[src/rtl/cpu_pkg.sv]
// Shared CPU definitions: opcode constants, write-back select codes,
// immediate format enum and the alu_mode field layout used by decode_stage.
package cpu_pkg;

    localparam logic [6:0] OP_R      = 7'b0110011;
    localparam logic [6:0] OP_IMM    = 7'b0010011;
    localparam logic [6:0] OP_LOAD   = 7'b0000011;
    localparam logic [6:0] OP_STORE  = 7'b0100011;
    localparam logic [6:0] OP_BRANCH = 7'b1100011;
    localparam logic [6:0] OP_JAL    = 7'b1101111;
    localparam logic [6:0] OP_JALR   = 7'b1100111;
    localparam logic [6:0] OP_LUI    = 7'b0110111;
    localparam logic [6:0] OP_AUIPC  = 7'b0010111;

    localparam logic [1:0] WB_ALU = 2'd0;
    localparam logic [1:0] WB_MEM = 2'd1;
    localparam logic [1:0] WB_PC4 = 2'd2;

    typedef enum logic [2:0] {
        IMM_I,
        IMM_S,
        IMM_B,
        IMM_U,
        IMM_J
    } imm_fmt_e;

    // alu_mode = {mext, funct3, alt}
    typedef struct packed {
        logic       mext;
        logic [2:0] funct3;
        logic       alt;
    } alu_mode_t;

    typedef struct packed {
        logic [4:0] rs1;
        logic [4:0] rs2;
        logic [4:0] rd;
        alu_mode_t  alu_mode;
        logic [3:0] ram_mode;
        logic       a_sel;
        logic       b_sel;
        logic [1:0] wb_sel;
        logic       reg_we;
        logic       mem_en;
        logic       branch;
        logic       jump;
        logic       illegal;
    } ctrl_t;

    function automatic alu_mode_t alu_mode_pack(input logic mext, input logic [2:0] funct3,
                                                input logic alt);
        alu_mode_t m;
        m.mext   = mext;
        m.funct3 = funct3;
        m.alt    = alt;
        return m;
    endfunction

endpackage

[src/rtl/decode_stage_if.sv]
// Fetch-side and execute-side bus of decode_stage; the stage uses the slave modport.
interface decode_stage_if #(
    parameter int XLEN = 32
);
    // Both sides use valid/ready: a beat moves on a cycle where valid && ready are both 1;
    // valid may not depend on ready, and the producer holds its payload until the beat moves.
    logic            in_valid;
    logic            in_ready;
    logic [31:0]     in_inst;
    logic [XLEN-1:0] in_pc;
    logic            flush;

    logic            out_valid;
    logic            out_ready;
    logic [XLEN-1:0] out_pc;
    logic [4:0]      out_rs1;
    logic [4:0]      out_rs2;
    logic [4:0]      out_rd;
    logic [XLEN-1:0] out_imm;
    logic [4:0]      out_alu_mode;
    logic [3:0]      out_ram_mode;
    logic            out_a_sel;
    logic            out_b_sel;
    logic [1:0]      out_wb_sel;
    logic            out_reg_we;
    logic            out_mem_en;
    logic            out_branch;
    logic            out_jump;
    logic            out_illegal;

    modport master (
        output in_valid, in_inst, in_pc, flush, out_ready,
        input  in_ready, out_valid, out_pc, out_rs1, out_rs2, out_rd, out_imm,
               out_alu_mode, out_ram_mode, out_a_sel, out_b_sel, out_wb_sel,
               out_reg_we, out_mem_en, out_branch, out_jump, out_illegal
    );

    modport slave (
        input  in_valid, in_inst, in_pc, flush, out_ready,
        output in_ready, out_valid, out_pc, out_rs1, out_rs2, out_rd, out_imm,
               out_alu_mode, out_ram_mode, out_a_sel, out_b_sel, out_wb_sel,
               out_reg_we, out_mem_en, out_branch, out_jump, out_illegal
    );
endinterface

[src/rtl/decode_stage_imm_gen.sv]
// imm_gen: expands the I/S/B/U/J immediate field of an instruction into a
// sign-extended XLEN value (combinational).
module imm_gen
    import cpu_pkg::*;
#(
    parameter int XLEN = 32
) (
    input  logic [31:7]     i_inst,
    input  imm_fmt_e        i_fmt,
    output logic [XLEN-1:0] o_imm
);
    logic signed [11:0] w_imm_i;
    logic signed [11:0] w_imm_s;
    logic signed [12:0] w_imm_b;
    logic signed [31:0] w_imm_u;
    logic signed [20:0] w_imm_j;

    assign w_imm_i = i_inst[31:20];
    assign w_imm_s = {i_inst[31:25], i_inst[11:7]};
    assign w_imm_b = {i_inst[31], i_inst[7], i_inst[30:25], i_inst[11:8], 1'b0};
    assign w_imm_u = {i_inst[31:12], 12'h000};
    assign w_imm_j = {i_inst[31], i_inst[19:12], i_inst[20], i_inst[30:21], 1'b0};

    // Size casts of signed operands replicate inst[31] up to XLEN.
    always_comb begin
        case (i_fmt)
            IMM_I:   o_imm = XLEN'(w_imm_i);
            IMM_S:   o_imm = XLEN'(w_imm_s);
            IMM_B:   o_imm = XLEN'(w_imm_b);
            IMM_U:   o_imm = XLEN'(w_imm_u);
            IMM_J:   o_imm = XLEN'(w_imm_j);
            default: o_imm = '0;
        endcase
    end
endmodule

[src/rtl/decode_stage.sv]
// decode_stage: registered RV32I decode between fetch and execute with load-use bubble,
// flush and illegal flagging. Define DECODE_MEXT_EN to decode M-extension R-type ops.
module decode_stage
    import cpu_pkg::*;
#(
    parameter int XLEN = 32
) (
    input  logic          clk,
    input  logic          rst,
    decode_stage_if.slave bus
);
    logic [31:0]     w_inst;
    logic [6:0]      w_opcode;
    logic [2:0]      w_funct3;
    logic [6:0]      w_funct7;
    logic [6:0]      w_shift_f7;
    ctrl_t           w_ctrl;
    imm_fmt_e        w_fmt;
    logic            w_use_imm;
    logic            w_legal;
    logic [XLEN-1:0] w_gen_imm;
    logic [XLEN-1:0] w_imm;
    logic            w_hazard;
    logic            w_in_fire;
    logic            w_out_fire;
    logic            w_load_leaving;

    logic            r_valid;
    ctrl_t           r_ctrl;
    logic [XLEN-1:0] r_imm;
    logic [XLEN-1:0] r_pc;
    logic [4:0]      r_load_rd;

    assign w_inst     = bus.in_inst;
    assign w_opcode   = w_inst[6:0];
    assign w_funct3   = w_inst[14:12];
    assign w_funct7   = w_inst[31:25];
    // RV64 shift amounts reach into inst[25], so that bit is not part of the funct check.
    assign w_shift_f7 = (XLEN == 64) ? {w_inst[31:26], 1'b0} : w_inst[31:25];

    always_comb begin
        w_ctrl    = '0;
        w_fmt     = IMM_I;
        w_use_imm = 1'b0;
        w_legal   = 1'b1;
        case (w_opcode)
            OP_R: begin
                w_ctrl.rs1      = w_inst[19:15];
                w_ctrl.rs2      = w_inst[24:20];
                w_ctrl.rd       = w_inst[11:7];
                w_ctrl.reg_we   = 1'b1;
                w_ctrl.alu_mode = alu_mode_pack(1'b0, w_funct3, w_inst[30]);
                case (w_funct7)
                    7'b0000000: w_legal = 1'b1;
                    7'b0100000: w_legal = (w_funct3 == 3'b000) || (w_funct3 == 3'b101);
`ifdef DECODE_MEXT_EN
                    7'b0000001: w_ctrl.alu_mode = alu_mode_pack(1'b1, w_funct3, 1'b0);
`endif
                    default:    w_legal = 1'b0;
                endcase
            end
            OP_IMM: begin
                w_ctrl.rs1      = w_inst[19:15];
                w_ctrl.rd       = w_inst[11:7];
                w_ctrl.reg_we   = 1'b1;
                w_ctrl.b_sel    = 1'b1;
                w_use_imm       = 1'b1;
                w_ctrl.alu_mode = alu_mode_pack(1'b0, w_funct3,
                                                (w_funct3 == 3'b101) && w_inst[30]);
                if (w_funct3 == 3'b001)
                    w_legal = (w_shift_f7 == 7'b0000000);
                else if (w_funct3 == 3'b101)
                    w_legal = (w_shift_f7 == 7'b0000000) || (w_shift_f7 == 7'b0100000);
            end
            OP_LOAD: begin
                w_ctrl.rs1      = w_inst[19:15];
                w_ctrl.rd       = w_inst[11:7];
                w_ctrl.reg_we   = 1'b1;
                w_ctrl.b_sel    = 1'b1;
                w_ctrl.wb_sel   = WB_MEM;
                w_ctrl.mem_en   = 1'b1;
                w_ctrl.ram_mode = {w_funct3, 1'b0};
                w_use_imm       = 1'b1;
                w_legal = (w_funct3 != 3'b111) &&
                          ((XLEN == 64) || ((w_funct3 != 3'b011) && (w_funct3 != 3'b110)));
            end
            OP_STORE: begin
                w_ctrl.rs1      = w_inst[19:15];
                w_ctrl.rs2      = w_inst[24:20];
                w_ctrl.b_sel    = 1'b1;
                w_ctrl.mem_en   = 1'b1;
                w_ctrl.ram_mode = {w_funct3, 1'b1};
                w_fmt           = IMM_S;
                w_use_imm       = 1'b1;
                w_legal = (w_funct3 <= 3'b010) || ((XLEN == 64) && (w_funct3 == 3'b011));
            end
            OP_BRANCH: begin
                w_ctrl.rs1      = w_inst[19:15];
                w_ctrl.rs2      = w_inst[24:20];
                w_ctrl.branch   = 1'b1;
                w_ctrl.alu_mode = alu_mode_pack(1'b0, w_funct3, 1'b0);
                w_fmt           = IMM_B;
                w_use_imm       = 1'b1;
                w_legal = (w_funct3 != 3'b010) && (w_funct3 != 3'b011);
            end
            OP_JAL: begin
                w_ctrl.rd     = w_inst[11:7];
                w_ctrl.reg_we = 1'b1;
                w_ctrl.a_sel  = 1'b1;
                w_ctrl.b_sel  = 1'b1;
                w_ctrl.jump   = 1'b1;
                w_ctrl.wb_sel = WB_PC4;
                w_fmt         = IMM_J;
                w_use_imm     = 1'b1;
            end
            OP_JALR: begin
                w_ctrl.rs1    = w_inst[19:15];
                w_ctrl.rd     = w_inst[11:7];
                w_ctrl.reg_we = 1'b1;
                w_ctrl.b_sel  = 1'b1;
                w_ctrl.jump   = 1'b1;
                w_ctrl.wb_sel = WB_PC4;
                w_use_imm     = 1'b1;
                w_legal       = (w_funct3 == 3'b000);
            end
            OP_LUI, OP_AUIPC: begin
                w_ctrl.rd     = w_inst[11:7];
                w_ctrl.reg_we = 1'b1;
                w_ctrl.a_sel  = (w_opcode == OP_AUIPC);
                w_ctrl.b_sel  = 1'b1;
                w_fmt         = IMM_U;
                w_use_imm     = 1'b1;
            end
            default: w_legal = 1'b0;
        endcase
        if (!w_legal) begin
            w_ctrl         = '0;
            w_ctrl.illegal = 1'b1;
            w_use_imm      = 1'b0;
        end
        w_ctrl.reg_we = w_ctrl.reg_we && (w_ctrl.rd != 5'd0);
    end

    imm_gen #(
        .XLEN(XLEN)
    ) u_imm_gen (
        .i_inst(w_inst[31:7]),
        .i_fmt (w_fmt),
        .o_imm (w_gen_imm)
    );

    assign w_imm = w_use_imm ? w_gen_imm : '0;

    // Unused source fields decode to 0, so a non-zero load_rd only matches real reads.
    assign w_hazard       = (r_load_rd != 5'd0) &&
                            ((w_ctrl.rs1 == r_load_rd) || (w_ctrl.rs2 == r_load_rd));
    assign bus.in_ready   = !bus.flush && !w_hazard && (!r_valid || bus.out_ready);
    assign w_in_fire      = bus.in_valid && bus.in_ready;
    assign w_out_fire     = r_valid && bus.out_ready;
    assign w_load_leaving = w_out_fire && !bus.flush && r_ctrl.mem_en && !r_ctrl.ram_mode[0];

    always_ff @(posedge clk or posedge rst) begin
        if (rst) begin
            r_valid   <= 1'b0;
            r_ctrl    <= '0;
            r_imm     <= '0;
            r_pc      <= '0;
            r_load_rd <= 5'd0;
        end else begin
            r_load_rd <= w_load_leaving ? r_ctrl.rd : 5'd0;
            if (bus.flush) begin
                r_valid <= 1'b0;
            end else if (w_in_fire) begin
                r_valid <= 1'b1;
                r_ctrl  <= w_ctrl;
                r_imm   <= w_imm;
                r_pc    <= bus.in_pc;
            end else if (w_out_fire) begin
                r_valid <= 1'b0;
            end
        end
    end

    assign bus.out_valid    = r_valid;
    assign bus.out_pc       = r_pc;
    assign bus.out_rs1      = r_ctrl.rs1;
    assign bus.out_rs2      = r_ctrl.rs2;
    assign bus.out_rd       = r_ctrl.rd;
    assign bus.out_imm      = r_imm;
    assign bus.out_alu_mode = r_ctrl.alu_mode;
    assign bus.out_ram_mode = r_ctrl.ram_mode;
    assign bus.out_a_sel    = r_ctrl.a_sel;
    assign bus.out_b_sel    = r_ctrl.b_sel;
    assign bus.out_wb_sel   = r_ctrl.wb_sel;
    assign bus.out_reg_we   = r_ctrl.reg_we;
    assign bus.out_mem_en   = r_ctrl.mem_en;
    assign bus.out_branch   = r_ctrl.branch;
    assign bus.out_jump     = r_ctrl.jump;
    assign bus.out_illegal  = r_ctrl.illegal;
endmodule

[src/flat_wrapper.sv]
// flat-port wrapper written by rule: the top's interface ports become plain ports
module decode_stage_flat import cpu_pkg::*;
#(
    parameter int XLEN = 32
)
  (clk, rst, bus_in_valid, bus_in_inst, bus_in_pc, bus_flush, bus_out_ready, bus_in_ready, bus_out_valid, bus_out_pc, bus_out_rs1, bus_out_rs2, bus_out_rd, bus_out_imm, bus_out_alu_mode, bus_out_ram_mode, bus_out_a_sel, bus_out_b_sel, bus_out_wb_sel, bus_out_reg_we, bus_out_mem_en, bus_out_branch, bus_out_jump, bus_out_illegal);
  decode_stage_if #(.XLEN(XLEN)) bus_i ();
  input  logic clk;
  input  logic rst;
  input wire logic [$bits(bus_i.in_valid)-1:0] bus_in_valid;
  input wire logic [$bits(bus_i.in_inst)-1:0] bus_in_inst;
  input wire logic [$bits(bus_i.in_pc)-1:0] bus_in_pc;
  input wire logic [$bits(bus_i.flush)-1:0] bus_flush;
  input wire logic [$bits(bus_i.out_ready)-1:0] bus_out_ready;
  output wire logic [$bits(bus_i.in_ready)-1:0] bus_in_ready;
  output wire logic [$bits(bus_i.out_valid)-1:0] bus_out_valid;
  output wire logic [$bits(bus_i.out_pc)-1:0] bus_out_pc;
  output wire logic [$bits(bus_i.out_rs1)-1:0] bus_out_rs1;
  output wire logic [$bits(bus_i.out_rs2)-1:0] bus_out_rs2;
  output wire logic [$bits(bus_i.out_rd)-1:0] bus_out_rd;
  output wire logic [$bits(bus_i.out_imm)-1:0] bus_out_imm;
  output wire logic [$bits(bus_i.out_alu_mode)-1:0] bus_out_alu_mode;
  output wire logic [$bits(bus_i.out_ram_mode)-1:0] bus_out_ram_mode;
  output wire logic [$bits(bus_i.out_a_sel)-1:0] bus_out_a_sel;
  output wire logic [$bits(bus_i.out_b_sel)-1:0] bus_out_b_sel;
  output wire logic [$bits(bus_i.out_wb_sel)-1:0] bus_out_wb_sel;
  output wire logic [$bits(bus_i.out_reg_we)-1:0] bus_out_reg_we;
  output wire logic [$bits(bus_i.out_mem_en)-1:0] bus_out_mem_en;
  output wire logic [$bits(bus_i.out_branch)-1:0] bus_out_branch;
  output wire logic [$bits(bus_i.out_jump)-1:0] bus_out_jump;
  output wire logic [$bits(bus_i.out_illegal)-1:0] bus_out_illegal;
  assign bus_i.in_valid = bus_in_valid;
  assign bus_i.in_inst = bus_in_inst;
  assign bus_i.in_pc = bus_in_pc;
  assign bus_i.flush = bus_flush;
  assign bus_i.out_ready = bus_out_ready;
  assign bus_in_ready = bus_i.in_ready;
  assign bus_out_valid = bus_i.out_valid;
  assign bus_out_pc = bus_i.out_pc;
  assign bus_out_rs1 = bus_i.out_rs1;
  assign bus_out_rs2 = bus_i.out_rs2;
  assign bus_out_rd = bus_i.out_rd;
  assign bus_out_imm = bus_i.out_imm;
  assign bus_out_alu_mode = bus_i.out_alu_mode;
  assign bus_out_ram_mode = bus_i.out_ram_mode;
  assign bus_out_a_sel = bus_i.out_a_sel;
  assign bus_out_b_sel = bus_i.out_b_sel;
  assign bus_out_wb_sel = bus_i.out_wb_sel;
  assign bus_out_reg_we = bus_i.out_reg_we;
  assign bus_out_mem_en = bus_i.out_mem_en;
  assign bus_out_branch = bus_i.out_branch;
  assign bus_out_jump = bus_i.out_jump;
  assign bus_out_illegal = bus_i.out_illegal;
  decode_stage #(.XLEN(XLEN)) u_core (.clk(clk), .rst(rst), .bus(bus_i));
endmodule
[config.mk]
export PLATFORM = sky130hd
export DESIGN_NAME = decode_stage_flat
export DESIGN_NICKNAME = d
export VERILOG_FILES = /design/src/rtl/cpu_pkg.sv /design/src/rtl/decode_stage_if.sv /design/src/rtl/decode_stage_imm_gen.sv /design/src/rtl/decode_stage.sv /design/src/flat_wrapper.sv
export SDC_FILE = /design/constraint.sdc
export NUM_CORES = 1
export LEC_CHECK = 0
export BUFFER_PORTS_ARGS = -buffer_cell sky130_fd_sc_hd__buf_2
export CORE_UTILIZATION = 45
export DETAILED_ROUTE_END_ITERATION = 7
export PLACE_DENSITY = 0.78
export SETUP_SLACK_MARGIN = 0.2
export SYNTH_ARGS = -nofsm -noshare
export SYNTH_HDL_FRONTEND = slang
export SYNTH_SLANG_ARGS = --single-unit
[constraint.sdc]
create_clock -name clk -period 2.6 [get_ports clk]
set_input_delay 0.13 -clock clk [delete_from_list [all_inputs] [get_ports clk]]
set_output_delay 0.13 -clock clk [all_outputs]
set_load 0.02 [all_outputs]
======== After elaboration in Yosys (flattened, before gate mapping) ========
Cells that the tools add are included.
W data, S select, Z words.
word-level totals
  register bits after elaboration ......... 103
  latch bits .............................. 0
  bits in writable memories ............... 0
  memory bits (read-only) ................. 0
  word-level logic and storage cells ...... 106
  memories kept ........................... 0
operators by class
  add/subtract/negate cells ............... 0
  multipliers ............................. 0
  div/mod/pow operators ................... 0
  order comparisons ....................... 1
  equal/unequal tests ..................... 22
  shift operators ......................... 0
  mux-type cells .......................... 26
  bitwise logic cells ..................... 1
  reduce and logical (&&, ||, !) cells .... 37
operator list
  cell                  number
  $pmux W32 S5          1
  $mux W33              1
  $mux W32              1
  $eq A7 B6 Y1 const B  4
  $eq A7 B7 Y1 const B  3
  $mux W5               4
  $eq A7 B5 Y1 const B  2
  $reduce_or A7 Y1      2
  $logic_and A1 B1 Y1   13
  $mux W1               12
  $pmux W3 S4           1
  $pmux W4 S3           1
  $eq A5 B5 Y1          2
  $reduce_bool A5 Y1    2
  $pmux W4 S2           1
  $reduce_or A8 Y1      1
  $eq A7 B2 Y1 const B  1
  $logic_not A7 Y1      1
  $pmux W1 S7           1
  $eq A3 B1 Y1 const B  2
  $eq A3 B2 Y1 const B  2
  $eq A3 B3 Y1 const B  2
  $logic_not A3 Y1      2
  $ne A3 B2 Y1 const B  2
  12 further kinds      23

======== Logic depth before layout (Yosys ltp) ========
  depth after elaboration ................. 15
  gate-level depth with buffers ........... 13
  mapped depth without buffers ............ 8

======== By module ========
A second synthesis with hierarchy kept.
second synthesis, totals
  cells, all modules ...................... 549
  area total of the unflattened synthesis .. 5,501.5 sq um
modules (own cells, without submodules)
  module        instances  cells an instance  area each (sq um)  sequential area each (sq um)
  decode_stage  1          455                4,961.0            2,552.4
  imm_gen       1          94                 540.5              0.0

======== Worst setup path after synthesis ========
Ideal clock, no wire load.
  kind .................................... input port to flip-flop
  start ................................... in bus_in_inst[6]
  end ..................................... reg u_core.r_imm[25], in the netlist u_core.bus.out_imm[25]
  library setup time ...................... 0.125 ns
  data arrival time ....................... 2.517 ns
  data required time ...................... 2.475 ns
  slack ................................... -0.042 ns
  stages .................................. 12
  path buffers ............................ 4
  path through ............................ buf_2 and3b_1 o2111a_1 a2111o_1 or2_1 buf_2 a31oi_1 o2111ai_2 nand4_2 buf_6 buf_6 mux2_4
on the way
  cells in the longest elaborated chain, start to end .. 12
RTL lines
  what                                                            line                 text
  start, declared                                                 flat_wrapper.sv:11   input wire logic [$bits(bus_i.in_inst)-1:0] bus_in_inst;
  $eq A7 B7 Y1 (tied with other cells)                            decode_stage.sv:46   case (w_opcode)
  $reduce_or A3 Y1 (no line) or $reduce_or A6 Y1 (tied branches)  --
  $pmux W1 S7 or $mux W5 (tied branches)                          decode_stage.sv:46
  $mux W33                                                        decode_stage.sv:136  if (!w_legal) begin
  $eq A5 B5 Y1                                                    decode_stage.sv:156  ((w_ctrl.rs1 == r_load_rd) || (w_ctrl.rs2 == r_load_rd));
  $logic_or A1 B1 Y1                                              decode_stage.sv:156
  $logic_and A1 B1 Y1                                             decode_stage.sv:155  assign w_hazard = (r_load_rd != 5'd0) &&
  $logic_not A1 Y1                                                decode_stage.sv:157  assign bus.in_ready = !bus.flush && !w_hazard && (!r_valid || bus.out_ready);
  $logic_and A1 B1 Y1 (2 in series)                               decode_stage.sv:157
  $logic_and A1 B1 Y1                                             decode_stage.sv:158  assign w_in_fire = bus.in_valid && bus.in_ready;
  $reduce_and A2 Y1 (no line)                                     --
  end signal, assigned                                            decode_stage.sv:176  r_imm <= w_imm;
  end, declared                                                   decode_stage.sv:30   logic [XLEN-1:0] r_imm;
Parallel ways exist; a longest one is shown, timed or not.
A chain may end at the register's enable or synchronous reset.

======== Worst setup path after layout ========
  start ................................... reg u_core.r_load_rd[3]
  end ..................................... reg u_core.r_pc[10], in the netlist u_core.bus.out_pc[10]
on the way
  cells in the longest elaborated chain, start to end .. 8
RTL lines
  what                                 line                 text
  start, declared                      decode_stage.sv:32   logic [4:0] r_load_rd;
  start signal, assigned               decode_stage.sv:170  r_load_rd <= w_load_leaving ? r_ctrl.rd : 5'd0;
  $eq A5 B5 Y1                         decode_stage.sv:156
  $logic_or A1 B1 Y1                   decode_stage.sv:156
  $logic_and A1 B1 Y1 *                decode_stage.sv:155
  $logic_not A1 Y1 *                   decode_stage.sv:157
  $logic_and A1 B1 Y1 * (2 in series)  decode_stage.sv:157
  $logic_and A1 B1 Y1 *                decode_stage.sv:158
  $reduce_and A2 Y1 (no line) *        --
  end signal, assigned                 decode_stage.sv:177  r_pc <= bus.in_pc;
  end, declared                        decode_stage.sv:31   logic [XLEN-1:0] r_pc;
Every way passes the cells marked *; elsewhere a longest branch is shown, timed or not.

==> results.toml <==
[floorplan]
die-width_um = 107
fp-row-count = 37
die-height_um = 107
start_util = 0.471
io_pins = 168
die-area_sq_um = 11400
coreArea_sq_um = 10500

[routing]
drt_pass1_iterations = 5
post_drt_wl_per_cell_um = 16.5
antenna_left = 0
dr_total_vias = 4318
wirelength_mm = 13.5
vias_per_cell = 5.29
drc = 0
drtIter0Drc = 190

[timing]
fin_worst_skew_ps = 16.3
setup_viol = 0
min_period_ps = 2340
tightest_slew_ps = 686
drv_slew = 0
hold_viol = 0
maxSlewHeadroom = 0.541
rsz0062_at_grt = "yes"
fmax_mhz = 428
fin_crit_sh = 0.899
fin_tns_setup_ps = 0

[power_and_ir_drop]
vdd_drop_max_v = 0.000321
p_int_mw = 2.53
switching_share = 0.274
total_power_mw = 3.48
powerDensity_nw_per_um2 = 506
power_frac_clock = 0.314
power_leakage_nw = 3.61
p_sw_mw = 0.953
power_frac_comb = 0.190
seqPwrFrac = 0.496

[clock_network]
clk_latency_ps = 370
clk_pin_slew_worst_paths_ps = 100
clockRootBuffer = "clkbuf_8"
cts_max_level = 3
cts_buffers = 9
cts_tree = "built"
clk_path_buf_depth = 2
cts_num_sinks = 102

[critical_path]
cp_slowest_cell = "dfrtp_1"
reg2reg_from = "u_core.r_load_rd[3]"
cp_top_family = "compound AO/OA/AOI/OAI gates"
crit_arrival_ps = 2590
max_stage_delay_ps = 440
worstSetupPathType = "reg -> reg"
path_max_fanout = 27
r2r_slack_ps = 260
crit_path_start_kind = "flip-flop"
cp.required_ps = 2860
r2r_cells = 8
endpoint_kind = "flip-flop"
r2r-end = "u_core.bus.out_pc[10]"
crit_chain = "inv_1 > a222oi_1 > o221ai_1 > a31oi_4 > o2111ai_2 > nand4_4 > buf_12 > mux2_2"
cp.buffers_inverters = 2

[outcome]
status = "finished, final reports clean"

[hold_path]
min_to = "u_core.bus.out_imm[8]"
holdPathStages = 3
hold_start = "bus_in_inst[28]"
min_path_type = "in -> reg"

[synthesis]
postSynthCellCount = 439
synth.distinct_cells = 51
synth_warnings = 0
synthArstFlopShare = 1.00
synth-edff-count = 0
ys_seq_area_frac = 0.518
ys_ff_latch = 102
yosys.area.top_type = "dfrtp_1"
synth.most_common_cell = "dfrtp_1"
synthTopCellsByCount = "dfrtp_1, mux2_2, nor2_1"
synth.avg_cell_area_sq_um = 11.2
yosys-top-cells-area = "dfrtp_1, mux2_2, mux2i_1"
synth_top_area_share = 0.518
synth_flop_cell = "dfrtp_1"
synth_area_sq_um = 4930
syn_nets = 508

[final_layout]
postLayoutCoreUtil = 0.657
finalNonFillerCells = 817
drive_above_1_share = 0.463
area_delta_synth_final_pct = 39.6
fillCellCount = 827
antennaDiodeCount = 0
num-nets-final = 745

[grt]
antenna_found_initial = 0
grt_pass1_vias = 4440
grt_max_degree = 77
overflow = 0
track_usage = 0.247
grt_pass1_wl_mm = 21.6
use_met1 = 0.293
grt.busiest_layer = "met2"
use_met3 = 0.0596
use_met2 = 0.426

[placement]
place_hpwl_mm = 9.72
port_buffers = 166
gp_congestion = 0.929
post-place-cells = 763

[flow_run]
cap_violations = 0
[power groups by stage]
stage	logic [mW]	registers (mW)	clock network, mW
floorplan	0.239	1.87	0
global placement	0.594	1.75	0
detailed placement	0.612	1.76	0
CTS	0.654	1.73	1.12
global route	0.711	1.74	1.18
finish	0.662	1.73	1.09
[what timing repair did]
action / in CTS / in global routing
gates resized for setup: 1 / 4
endpoints found under the setup margin: 1 / 83
pin swaps: 0 / 3
endpoints found under the hold margin: 61 / 1
setup buffers: 0 / 1
cloned: 0 / 0
hold buffers: 36 / 1
[state kept, by name, indices dropped and copies added, names as in the netlist]
name and flops:
u_core.bus.out_ram_mode 4, u_core.bus.out_imm 32, u_core.bus.out_mem_en 1, u_core.bus.out_rs2 5, u_core.r_load_rd 5, u_core.bus.out_reg_we 1, u_core.bus.out_branch 1, u_core.bus.out_rd 5
u_core.bus.out_valid 1, u_core.bus.out_illegal 1, u_core.bus.out_rs1 5, u_core.bus.out_pc 32, u_core.bus.out_wb_sel 2, u_core.bus.out_jump 1, u_core.bus.out_a_sel 1, u_core.bus.out_b_sel 1
u_core.bus.out_alu_mode 4
[layout by cell type (no fill, tap or decap), types with 6 or more instances in the layout]
cell type,n
buf_2,166
dfrtp_1,102
mux2_2,67
buf_4,43
dlygate4sd3_1,37
nor2_1,34
nand2_1,33
inv_1,33
mux2i_1,24
a21oi_1,22
and3_1,9
clkbuf_8,9
nor4_1,8
nor3_1,6
a22oi_1,6
mux2_4,6
buf_12,6
[worst reg2reg max path, delay by kind of cell (launching register included)]
kind	cells	cell delay, ps
AO/OA/AOI/OAI	4	920
multiplexers	1	380
buffers and inverters	2	310
flip-flops	1	440
AND/OR/NAND/NOR	1	180
[cell families (layout without fill, tap and decap cells)]
family / Yosys count / count (layout) / share of synthesized area
AND/OR/NAND/NOR: 119 / 119 / 0.122
flip-flops: 102 / 102 / 0.518
multiplexers: 97 / 97 / 0.220
buffers and inverters: 60 / 302 / 0.0546
AO/OA/AOI/OAI: 56 / 56 / 0.0777
XOR/XNOR: 4 / 4 / 0.00711
other: 1 / 1 / 0.000761
[final cells by class]
class / instances / area [sq um] / area share
clock buffer: 12 / 135 / 0.0197
multi-input combinational: 277 / 2170 / 0.315
tap: 136 / 170 / 0.0247
sequential: 102 / 2550 / 0.371
timing repair buffer: 252 / 1640 / 0.239
inverter: 34 / 131 / 0.0191
clock inverter: 4 / 77.6 / 0.0113
[how the worst max path moves through the flow]
stage                              startpoint                endpoint  slack (ps)  cells after the start
after detailed placement       bus_in_inst[3]   u_core.bus.out_pc[10]        -200                     11
after CTS                     bus_in_inst[12]            bus_in_ready         240                     10
after global placement         bus_in_inst[3]   u_core.bus.out_pc[13]         -80                     11
after floorplan                bus_in_inst[6]  u_core.bus.out_imm[25]          20                     13
after global routing      u_core.r_load_rd[0]   u_core.bus.out_pc[20]         140                      8
final                     u_core.r_load_rd[3]   u_core.bus.out_pc[10]         260                      8
[metal layers]
layer | part of all wire | wire length, um | vias up
met5 | 0 | 0 | -
met4 | 0.026 | 354 | 0
met3 | 0.076 | 1020 | 23
met2 | 0.50 | 6790 | 183
met1 | 0.39 | 5300 | 2109
li1 | - | - | 2003
[per-stage QoR]
| step | area (sq um) | worst slack [ps] | hold WS, ps |
|---|---|---|---|
| final | 6880 | 263 | 15.7 |
| after global routing | 6880 | 145 | 5.00 |
| after CTS | 6840 | 242 | 0.0420 |
| after detailed placement | 6260 | -198 | 234 |
| after global placement | 6260 | -81.8 | 210 |
| after floorplan | 4990 | 16.8 | 242 |
Power figures use the tool's default switching activity.
